`config.mk`:
```
export PLATFORM = sky130hd
export DESIGN_NAME = uart_rx_flat
export DESIGN_NICKNAME = d
export VERILOG_FILES = /design/src/rtl/uart_rx_if.sv /design/src/rtl/uart_rx.sv /design/src/flat_wrapper.sv
export SDC_FILE = /design/constraint.sdc
export NUM_CORES = 1
export LEC_CHECK = 0
export ABC_CLOCK_PERIOD_IN_PS = 2500
export BUFFER_PORTS_ARGS = -buffer_cell sky130_fd_sc_hd__buf_2
export CORE_AREA = 2 2 67 69
export CTS_BUF_LIST = sky130_fd_sc_hd__clkbuf_16
export CTS_CLUSTER_DIAMETER = 200
export DETAILED_ROUTE_END_ITERATION = 12
export DIE_AREA = 0 0 69 71
export GPL_ROUTABILITY_DRIVEN = 0
export GPL_TIMING_DRIVEN = 0
export PLACE_DENSITY = 0.53
export SETUP_SLACK_MARGIN = 0.1
export SLEW_MARGIN = 20
export SYNTH_ARGS = -nofsm -noshare
export SYNTH_HDL_FRONTEND = slang
export SYNTH_SLANG_ARGS = --single-unit
```
`constraint.sdc`:
```
create_clock -name t_clk -period 2.5 [get_ports t_clk]
set_input_delay 0.125 -clock t_clk [delete_from_list [all_inputs] [get_ports t_clk]]
set_output_delay 0.125 -clock t_clk [all_outputs]
set_load 0.01 [all_outputs]
```
`src/rtl/uart_rx_if.sv`:
```
// uart_rx_if: received-byte handshake between uart_rx (master) and its consumer (slave)
// Signals: rx_data (byte), rx_valid (byte pending), rx_ready (consumer accepts on valid && ready)
interface uart_rx_if;
  logic [7:0] rx_data;
  logic       rx_valid;
  logic       rx_ready;
  modport master (output rx_data, output rx_valid, input rx_ready);
  modport slave (input rx_data, input rx_valid, output rx_ready);
endinterface

```
`src/rtl/uart_rx.sv`:
```
// uart_rx: idle-high LSB-first UART receiver with mid-bit sampling and a valid/ready byte output
// Ports: t_clk; reset (sync, active-high); rx_in (async serial line);
//   rx (uart_rx_if.master: rx_data/rx_valid out, rx_ready in); rx_busy (not IDLE);
//   frame_err / overrun / parity_err (one-cycle error pulses).
// Macro UART_RX_PARITY_EN: adds an even parity bit between data and stop; otherwise parity_err is 0.
module uart_rx #(
  parameter int CLKS_PER_BIT = 16
) (
  input  logic      t_clk,
  input  logic      reset,
  input  logic      rx_in,
  uart_rx_if.master rx,
  output logic      rx_busy,
  output logic      frame_err,
  output logic      overrun,
  output logic      parity_err
);
  localparam int TW = $clog2(CLKS_PER_BIT);
  localparam logic [TW-1:0] T_HALF = TW'(CLKS_PER_BIT / 2 - 1);
  localparam logic [TW-1:0] T_FULL = TW'(CLKS_PER_BIT - 1);
  typedef enum logic [2:0] {
    IDLE,
    START,
    DATA,
`ifdef UART_RX_PARITY_EN
    PARITY,
`endif
    STOP,
    WAIT_IDLE
  } state_t;
`ifdef UART_RX_PARITY_EN
  localparam state_t AFTER_DATA = PARITY;
`else
  localparam state_t AFTER_DATA = STOP;
`endif
  state_t        state_q, state_d;
  logic [1:0]    sync_q, sync_d;
  logic          rx_s;
  logic [TW-1:0] tick_q, tick_d;
  logic [2:0]    bit_q, bit_d;
  logic [7:0]    shift_q, shift_d;
  logic [7:0]    data_q, data_d;
  logic          valid_q, valid_d;
  logic          ferr_q, ferr_d;
  logic          ovr_q, ovr_d;
  logic          par_bad;
`ifdef UART_RX_PARITY_EN
  logic          par_q, par_d;
  logic          perr_q, perr_d;
  assign par_bad    = par_q;
  assign parity_err = perr_q;
`else
  assign par_bad    = 1'b0;
  assign parity_err = 1'b0;
`endif
  assign rx_s        = sync_q[1];
  assign rx_busy     = state_q != IDLE;
  assign rx.rx_data  = data_q;
  assign rx.rx_valid = valid_q;
  assign frame_err   = ferr_q;
  assign overrun     = ovr_q;
  always_comb begin
    sync_d  = {sync_q[0], rx_in};
    state_d = state_q;
    tick_d  = tick_q + 1'b1;
    bit_d   = bit_q;
    shift_d = shift_q;
    data_d  = data_q;
    valid_d = valid_q && !rx.rx_ready;
    ferr_d  = 1'b0;
    ovr_d   = 1'b0;
`ifdef UART_RX_PARITY_EN
    par_d   = par_q;
    perr_d  = 1'b0;
`endif
    case (state_q)
      IDLE: begin
        tick_d  = '0;
        state_d = rx_s ? IDLE : START;
      end
      START: if (tick_q == T_HALF) begin
        tick_d  = '0;
        bit_d   = '0;
        state_d = rx_s ? IDLE : DATA;
      end
      DATA: if (tick_q == T_FULL) begin
        tick_d  = '0;
        shift_d = {rx_s, shift_q[7:1]};
        bit_d   = bit_q + 1'b1;
        state_d = (bit_q == 3'd7) ? AFTER_DATA : DATA;
      end
`ifdef UART_RX_PARITY_EN
      PARITY: if (tick_q == T_FULL) begin
        tick_d  = '0;
        par_d   = ^{shift_q, rx_s};
        state_d = STOP;
      end
`endif
      STOP: if (tick_q == T_FULL) begin
        tick_d  = '0;
        state_d = rx_s ? IDLE : WAIT_IDLE;
        ferr_d  = !rx_s;
`ifdef UART_RX_PARITY_EN
        perr_d  = rx_s && par_q;
`endif
        // A fresh byte may replace one that is being accepted in this very cycle.
        if (rx_s && !par_bad) begin
          if (!valid_q || rx.rx_ready) begin
            data_d  = shift_q;
            valid_d = 1'b1;
          end else begin
            ovr_d = 1'b1;
          end
        end
      end
      // A held-low line (break) must return high before a new start is looked for.
      WAIT_IDLE: state_d = rx_s ? IDLE : WAIT_IDLE;
      default: state_d = IDLE;
    endcase
  end
  always_ff @(posedge t_clk) begin
    if (reset) begin
      state_q <= IDLE;
      sync_q  <= 2'b11;
      tick_q  <= '0;
      bit_q   <= '0;
      shift_q <= '0;
      data_q  <= '0;
      valid_q <= 1'b0;
      ferr_q  <= 1'b0;
      ovr_q   <= 1'b0;
    end else begin
      state_q <= state_d;
      sync_q  <= sync_d;
      tick_q  <= tick_d;
      bit_q   <= bit_d;
      shift_q <= shift_d;
      data_q  <= data_d;
      valid_q <= valid_d;
      ferr_q  <= ferr_d;
      ovr_q   <= ovr_d;
    end
  end
`ifdef UART_RX_PARITY_EN
  always_ff @(posedge t_clk) begin
    if (reset) begin
      par_q  <= 1'b0;
      perr_q <= 1'b0;
    end else begin
      par_q  <= par_d;
      perr_q <= perr_d;
    end
  end
`endif
endmodule
```
`src/flat_wrapper.sv`:
```
// flat-port wrapper written by rule: the top's interface ports become plain ports
module uart_rx_flat 
#(
  parameter int CLKS_PER_BIT = 16
)
  (t_clk, reset, rx_in, rx_busy, frame_err, overrun, parity_err, rx_rx_data, rx_rx_valid, rx_rx_ready);
  uart_rx_if rx_i ();
  input  logic t_clk;
  input  logic reset;
  input  logic rx_in;
  output logic rx_busy;
  output logic frame_err;
  output logic overrun;
  output logic parity_err;
  output wire logic [$bits(rx_i.rx_data)-1:0] rx_rx_data;
  output wire logic [$bits(rx_i.rx_valid)-1:0] rx_rx_valid;
  input wire logic [$bits(rx_i.rx_ready)-1:0] rx_rx_ready;
  assign rx_rx_data = rx_i.rx_data;
  assign rx_rx_valid = rx_i.rx_valid;
  assign rx_i.rx_ready = rx_rx_ready;
  uart_rx #(.CLKS_PER_BIT(CLKS_PER_BIT)) u_core (.t_clk(t_clk), .reset(reset), .rx_in(rx_in), .rx(rx_i), .rx_busy(rx_busy), .frame_err(frame_err), .overrun(overrun), .parity_err(parity_err));
endmodule
```
# Word-level counts from Yosys, hierarchy flattened
# Index checks and enable logic that the tools add are counted.
dict set report op_classes {
  n_eq_ne 10
  n_addsub 2
  muxes 19
  reduce_logical 15
  bitwise_logic 3
}
# op count
set op_table {}
lappend op_table {{2-to-1 mux 3 bit} 6}
lappend op_table {{case mux 3 bit (5 select lines)} 1}
lappend op_table {{case mux 4 bit (3 select lines)} 1}
lappend op_table {{2-to-1 mux 4 bit} 2}
lappend op_table {{2-to-1 mux 1 bit} 7}
lappend op_table {{equality test 3 x 2 -> 1 bit, second input constant} 2}
lappend op_table {{equality test 3 bit, second input constant} 2}
lappend op_table {{!= test 2 x 1 -> 1 bit, second input constant} 3}
lappend op_table {{case mux 3 bit (2 select lines)} 1}
lappend op_table {{AND reduction 3 bit} 2}
lappend op_table {{adder 4 x 1 -> 4 bit, second input constant} 1}
lappend op_table {{equality test 4 x 3 -> 1 bit, second input constant} 1}
lappend op_table {{equality test 4 bit, second input constant} 1}
lappend op_table {{AND reduction 4 bit} 1}
lappend op_table {{OR reduction 4 bit} 1}
lappend op_table {{adder 3 x 1 -> 3 bit, second input constant} 1}
lappend op_table {{equality test 3 x 1 -> 1 bit, second input constant} 1}
lappend op_table {{logical NOT 1 bit} 3}
lappend op_table {{logical NOT 3 bit} 1}
lappend op_table {{NOT 1 bit} 3}
lappend op_table {{nonzero test 3 bit} 1}
lappend op_table {{OR reduction 3 bit} 1}
lappend op_table {{2-to-1 mux 2 bit} 1}
lappend op_table {{AND reduction 2 bit} 1}
lappend op_table {{other kinds (4)} 4}
dict set report word_totals {
  out_inout_bits 13
  input_bits 4
  register_bits 31
  elab_cells 58
}

# Depth between registers and ports, before layout
# Gate-level depths: netlist of the first run.
dict set report logic_depth {
  word_depth 6
  depth_mapped 5
  ltp_nobuf 4
}

# Least setup slack after synthesis of the first run
# OpenSTA, ideal clock, no wires.
dict set report synth_timing {
  kind {flip-flop to flip-flop}
  startpoint {register u_core.tick_q[0]}
  endpoint {register u_core.data_q[3] (netlist: u_core.rx.rx_data[3])}
  path_buffers 1
  period_less_slack_ps 1431
  path_stages_with_launch 6
  path_slack_ps 1069
  setup_time_ps 132
  t_arrival_ps 1299
  required_ps 2368
  path_cell_list {dfxtp_1 -> ha_1 -> nand4b_2 -> clkbuf_1 -> o31ai_1 -> a21oi_1}
}
dict set report synth_between {
  elab_chain_len 2
}
# item line_no
set synth_lines {}
lappend synth_lines {{start, declared} uart_rx.sv:39} ;# logic [TW-1:0] tick_q, tick_d;
lappend synth_lines {{start signal, assigned} uart_rx.sv:135} ;# tick_q <= tick_d;
lappend synth_lines {{equality test 4 bit} uart_rx.sv:99} ;# STOP: if (tick_q == T_FULL) begin
lappend synth_lines {{AND reduction 4 bit (no source line)} n/a}
lappend synth_lines {{end signal, assigned} uart_rx.sv:138} ;# data_q <= data_d;
lappend synth_lines {{end, declared} uart_rx.sv:42} ;# logic [7:0] data_q, data_d;
# Every way passes these cells.
# A chain may end at the register's enable or synchronous reset.

# Worst setup path after layout of the first run
dict set report layout_timing {
  startpoint {register u_core.tick_q[0]}
  endpoint {register u_core.data_q[4] (netlist: u_core.rx.rx_data[4])}
}
# The elaborated chain is that of the path after synthesis.

==> impl_metrics.py, run 1 <==
metrics = {
    "synth": {
        "yosysTopAreaCellShare_pct": 43.93,
        "synth_cells": 159,
        "synth_edf_count": 0,
        "syn_area_per_cell_um2": 8.884,
        "synth.distinct_cells": 41,
        "syn_area_um2": 1413,
        "synthArstFlopShare_pct": 0,
        "ys_warn_count": 0,
        "synth_top_cell_by_area": "dfxtp_1",
        "ys.flop_type": "dfxtp_1",
        "ys_seq_area_share_pct": 43.93,
        "synth_seq_cells": 31,
        "synthTopCellsByArea": "dfxtp_1 (44%), a21oi_1 (6.0%), nand3_1 (5.7%)",
        "synth_nets": 166,
    },
    "clock_network": {
        "numCtsBuffers": 5,
        "htreeDepth": 2,
        "clock_sinks": 31,
        "root_buffer": "clkbuf_16",
        "cts.clk_slew.worst_paths_ps": 50,
        "holdBufCountCts": 0,
        "clkLatencyLatePin_ps": 270,
        "clk_path_buf_depth": 2,
        "cts_tree": "done",
        "ctsResizeCount": 0,
        "postCtsSetupRepairBufs": 0,
    },
    "layout": {
        "mostFrequentLayoutCell": "dfxtp_1",
        "area_delta_synth_final_pct": 21.17,
        "drive_above_1_share_pct": 19.34,
        "layout.nets": 187,
        "layout_common_cells": "dfxtp_1 (31), buf_2 (21), a21oi_1 (17)",
        "nFillCells": 435,
        "n_antenna_cell": 0,
    },
    "global_routing": {
        "antenna_found_initial": 0,
        "grt_start_max_net_pins": 11,
        "first_global_vias": 1236,
        "grt_pass1_wl_um": 5644,
        "grtUsageTotal_pct": 14.59,
        "overflow": 0,
    },
    "floorplan": {
        "fp.dieW_um": 69,
        "std_cell_rows": 24,
        "fp.dieH_um": 71,
        "dieArea_um2": 4899,
        "core_area_um2": 4204,
        "start_util_pct": 33.60,
        "ios": 17,
    },
    "sta": {
        "timing.final.crit_share_pct": 67.89,
        "fmax_ghz": 0.5892,
        "setup_ws_ps": 802.7,
        "hold_viol_final": 0,
        "setup_viol_count_final": 0,
        "finalMaxSlewViolations": 0,
        "tns_ps": 0,
        "grt_setup_unrepaired": "false",
        "hold_slack_ps": 33.27,
        "period_needed_ps": 1697,
        "clock_skew_ps": 4.289,
    },
    "pwr": {
        "powerDensity_nw_per_um2": 701.5,
        "totalPowerFinal_uw": 1201,
        "p_leak_uw": 0.0006558,
        "vdd_drop_max_v": 0.0003362,
    },
    "drt": {
        "drtAntennaViolNets": 0,
        "routed_wl_um": 3324,
        "wire_per_inst_um": 14.27,
        "drt_iter0_drc": 59,
        "vias_per_cell": 5.343,
        "drtPass1Iterations": 4,
        "drc": 0,
        "vias": 1245,
    },
    "run_status": {
        "status": "finished clean",
    },
    "placed_design": {
        "detailedPlace.worstSlack_ps": 792.6,
        "dp_hpwl_um": 2346,
        "io_buffers": 14,
    },
    "setup_path": {
        "crit_chain": "ha_1, nand4b_2, clkbuf_1, o31ai_1, a21oi_1",
        "crit_path_max_fanout": 10,
        "required_ps": 2640,
        "crit_type": "flop to flop",
        "crit_arrival_ps": 1840,
        "cp_slowest_stage_delay_ps": 350,
        "worstSetupStartpointType": "flop",
        "critPathCaptureType": "flop",
        "critPathSlowestCell": "dfxtp_1",
    },
    "run": {
        "maxCapViolCount": 0,
    },
    "min_path": {
        "hold_path.class": "input port to flop",
    },
}
==> per-layer routing <==
layer  global-route usage (%)  vias up  part of all wire, %
li1                         -      618                    -
met1                    16.05      605                   44
met3                    5.128        6                  3.8
met2                    25.43       16                   50
met4                    6.536        0                  2.0
met5                        0        -                    0
==> power by group <==
| group | internal (uW) | total (uW) | switching (uW) |
|---|---|---|---|
| logic | 12.0 | 29.2 | 17.2 |
| registers | 498 | 501 | 2.91 |
| clock network | 463 | 671 | 207 |
==> synth_stat cells, types with 2 or more instances <==
master,count
o31ai_1,8
nor3_1,4
nand2_1,4
xor2_1,2
o21bai_1,2
nor2b_1,2
or2_2,2
buf_2,7
inv_1,2
nand3_1,16
nor2_1,4
o21ai_0,8
nand2b_1,7
nand3b_1,2
dfxtp_1,31
clkbuf_1,6
nand4_1,9
a21oi_1,17
ha_1,3
mux2i_1,2
==> cells by family (layout without fill, tap and decap cells) <==
group,Yosys count,count (layout),synth area share [%]
simple gates,58,58,24.36
buf+inv,18,40,6.200
compound gates,44,44,19.93
other cells,1,1,0.2655
xor+xnor,2,2,1.240
mux,2,2,1.417
flops,31,31,43.93
fa+ha+maj,3,3,2.658
==> stage by stage <==
stage	cells	utilization (%)	cell area, um^2
floorplan	159	-	1413
global placement	225	36.82	1548
detailed placement	225	36.82	1548
CTS	233	40.71	1712
global route	233	40.71	1712
finish	233	40.71	1712
==> state kept, by name (all words and copies together), names as in the netlist <==
register / count
u_core.tick_q: 4
u_core.bit_q: 3
u_core.shift_q: 8
u_core.overrun: 1
u_core.rx.rx_data: 8
u_core.sync_q: 2
u_core.rx.rx_valid: 1
u_core.frame_err: 1
u_core.state_q: 3
==> cell type report <==
cell class / count / area, um^2 / area share (%)
flip-flops and latches: 31 / 620.6 / 36.26
repair buffers: 14 / 70.07 / 4.094
clock buffers: 5 / 125.1 / 7.310
multi-input cells: 110 / 704.4 / 41.16
clock inverters: 3 / 38.79 / 2.266
inverters: 2 / 7.507 / 0.4386
plain buffers: 16 / 80.08 / 4.678
well taps: 52 / 65.06 / 3.801
==> critical path: cells and delay by family (launching register included) <==
family / cells / cell delay [ps]
simple gates: 1 / 250
fa+ha+maj: 1 / 330
compound gates: 2 / 370
flops: 1 / 350
buf+inv: 1 / 270
==> worst paths after layout <==
path | slack (ps) | depth (start not counted) | startpoint | to
hold / removal | 30 | 2 | rx_in | u_core.sync_q[0]
setup reg to reg | 800 | 5 | u_core.tick_q[0] | u_core.rx.rx_data[4]
hold reg to reg | 410 | 1 | u_core.sync_q[0] | u_core.sync_q[1]
setup / recovery | 800 | 5 | u_core.tick_q[0] | u_core.rx.rx_data[4]
(Power assumes the default switching activity.)
==> inputs of run 2 (changes only) <==
Settings changed: ABC_AREA from default to 1, ABC_CLOCK_PERIOD_IN_PS 2500 to 1670, CORE_AREA 2 2 67 69 to 2 2 66 68, DIE_AREA 0 0 69 71 to 0 0 68 70.
Clock period 2.5 ns to 1.67 ns, I/O delays scaled along.
==> impl_metrics.py, run 2 <==
metrics = {
    "pwr": {
        "power.net_switching_uw": 399.3,
        "combPwrFrac_pct": 6.7,
        "powerDensity_nw_per_um2": 1142,
        "p_int_uw": 1497,
        "totalPowerFinal_uw": 1896,
        "pwr-share-clk_pct": 52.7,
        "seqPwrFrac_pct": 40.7,
        "netSwitchingFraction_pct": 21.06,
        "p_leak_uw": 0.0008127,
        "vdd_drop_max_v": 0.0006524,
    },
    "sta": {
        "tns_ps": 0,
        "hold_slack_ps": 161.9,
        "setup_ws_ps": 249.8,
        "period_needed_ps": 1420,
        "clock_skew_ps": 3.299,
        "timing.final.crit_share_pct": 85.04,
        "setup_viol_count_final": 0,
        "grt_setup_unrepaired": "false",
        "fmax_ghz": 0.7041,
        "hold_viol_final": 0,
        "finalMaxSlewViolations": 0,
    },
    "layout": {
        "mostFrequentLayoutCell": "nor2_1",
        "drive_above_1_share_pct": 18.45,
        "area_delta_synth_final_pct": 23.33,
        "n_antenna_cell": 0,
        "nFillCells": 439,
        "layout_common_cells": "nor2_1 (44), nand2_1 (38), dfxtp_1 (31)",
        "layout.nets": 212,
    },
    "clock_network": {
        "root_buffer": "clkbuf_16",
        "clk_path_buf_depth": 2,
        "cts.clk_slew.worst_paths_ps": 50,
        "htreeDepth": 2,
        "cts_tree": "done",
        "numCtsBuffers": 5,
        "clock_sinks": 31,
        "clkLatencyLatePin_ps": 270,
    },
    "drt": {
        "top_layer": "met4",
        "vias": 1108,
        "wl_met2_um": 1116,
        "drt_iter0_drc": 52,
        "routed_wl_um": 2535,
        "vias_per_cell": 4.295,
        "wire_per_inst_um": 9.826,
        "met3_length_um": 133,
        "drtAntennaViolNets": 0,
        "drc": 0,
        "drtPass1Iterations": 4,
        "wl_met1_um": 1269,
    },
    "placed_design": {
        "dp_hpwl_um": 1787,
        "io_buffers": 14,
        "detailedPlace.worstSlack_ps": 238.4,
    },
    "run_status": {
        "status": "finished clean",
    },
    "setup_path": {
        "regToRegEndpoint": "u_core.rx.rx_data[7]",
        "path_common_cell": "nor2_1",
        "critPathCaptureType": "flop",
        "rrSetupSlack_ps": 250,
        "crit_path_max_fanout": 10,
        "crit_chain": "ha_1, nand2_1, nor2_2, nand4_4, buf_6, nor2_1, nor2_1",
        "cp_slowest_stage_delay_ps": 340,
        "worstSetupStartpointType": "flop",
        "crit_type": "flop to flop",
        "crit_arrival_ps": 1590,
        "r2r_start": "u_core.tick_q[0]",
        "critPathSlowestCell": "dfxtp_1",
        "ff2ff_path_depth": 7,
        "required_ps": 1830,
    },
    "synth": {
        "synthArstFlopShare_pct": 0,
        "synth_top_cell_by_area": "dfxtp_1",
        "synthXorXnorAreaFrac_pct": 0.6506,
        "ys_seq_area_share_pct": 46.10,
        "synth_top_family_by_area": "simple AND/OR/NAND/NOR gates",
        "synth_compound_area_share_pct": 6.506,
        "synthSimpleGateAreaFrac_pct": 34.85,
        "synthTopCellsByArea": "dfxtp_1 (46%), nor2_1 (12%), nand2_1 (11%)",
        "synth_nets": 190,
        "syn_area_per_cell_um2": 7.357,
        "synth_common_cells": "nor2_1 (44), nand2_1 (38), dfxtp_1 (31), inv_1 (19), o21ai_0 (11)",
        "ys_warn_count": 0,
        "syn_area_um2": 1346,
        "synth_cells": 183,
        "synth_mux_area_share_pct": 0,
        "synthAdderAreaFrac_pct": 2.788,
        "synth.distinct_cells": 25,
        "yosysTopAreaCellShare_pct": 46.10,
        "ys.flop_type": "dfxtp_1",
        "synth_edf_count": 0,
        "synth_seq_cells": 31,
        "yosysMostFrequentCell": "nor2_1",
    },
    "global_routing": {
        "grt_pass1_wl_um": 4471,
        "first_global_vias": 1067,
        "overflow": 0,
        "antenna_found_initial": 0,
        "grtUsageTotal_pct": 12.64,
        "grt_start_max_net_pins": 11,
    },
    "floorplan": {
        "ios": 17,
        "fp.dieH_um": 70,
        "start_util_pct": 32.49,
        "core_area_um2": 4144,
        "std_cell_rows": 24,
        "dieArea_um2": 4760,
        "fp.dieW_um": 68,
    },
    "min_path": {
        "hold_start": "reset",
        "hold_path.class": "input port to flop",
        "hold_path_end": "u_core.state_q[1]",
        "whs_path_depth": 2,
    },
    "run": {
        "maxCapViolCount": 0,
    },
}
==> run 2: logic make-up (layout without fill, tap and decap cells) <==
| group | after synthesis | in the layout |
|---|---|---|
| fa+ha+maj | 3 | 3 |
| other cells | 1 | 1 |
| flops | 31 | 31 |
| buf+inv | 26 | 49 |
| compound gates | 17 | 17 |
| xor+xnor | 1 | 1 |
| simple gates | 104 | 104 |
==> run 2: how the worst max path moves through the flow <==
stage	startpoint	endpoint	slack, ps	cells after the start
2_1_floorplan	u_core.tick_q[0]	u_core.rx.rx_data[1]	430	7
5_1_grt	u_core.tick_q[0]	u_core.rx.rx_data[2]	110	7
3_5_place_dp	u_core.tick_q[0]	u_core.overrun	240	7
4_1_cts	u_core.tick_q[0]	u_core.overrun	220	7
3_3_place_gp	u_core.tick_q[0]	u_core.overrun	220	7
6_report	u_core.tick_q[0]	u_core.rx.rx_data[7]	250	7
==> run 2: layout make-up <==
class / count / area, um^2 / area share (%)
repair buffers: 15 / 80.08 / 4.823
clock buffers: 5 / 125.1 / 7.536
well taps: 52 / 65.06 / 3.919
plain buffers: 5 / 40.04 / 2.411
multi-input cells: 126 / 611.8 / 36.85
clock inverters: 3 / 38.79 / 2.336
inverters: 21 / 78.83 / 4.748
flip-flops and latches: 31 / 620.6 / 37.38
==> run 2: through the flow <==
step / utilization, % / cells / area [um^2]
floorplan: - / 183 / 1346
global placement: 35.75 / 249 / 1481
detailed placement: 35.75 / 249 / 1481
CTS: 39.95 / 258 / 1655
global route: 40.07 / 258 / 1660
finish: 40.07 / 258 / 1660
==> run 2: per-layer routing <==
layer  track usage, %  up-vias
met1            15.24      485
met5                0        -
met3            5.797        2
li1                 -      603
met4            4.000        0
met2            19.74       18
==> run 2: timing repair <==
action | 4_1_cts | 5_1_grt
resized for setup | 0 | 1
hold endpoints to repair | 1 | 0
hold buffers | 1 | 0
buffers inserted | 0 | 0
endpoints found under the setup margin | 0 | 2
==> run 2: critical path, delay by kind of cell (launching register included) <==
kind	cells	cell delay, ps
adders and majority gates	1	170
buffers and inverters	1	190
DFF	1	340
and+or+nand+nor	5	600
==> run 2: power by group through the flow <==
stage | Clock, uW | Sequential [uW] | Combinational [uW]
after global routing | 1050 | 773 | 145
after CTS | 1030 | 771 | 128
after floorplan | 0 | 783 | 99.9
after global placement | 0 | 786 | 126
final | 998 | 771 | 126
after detailed placement | 0 | 786 | 126
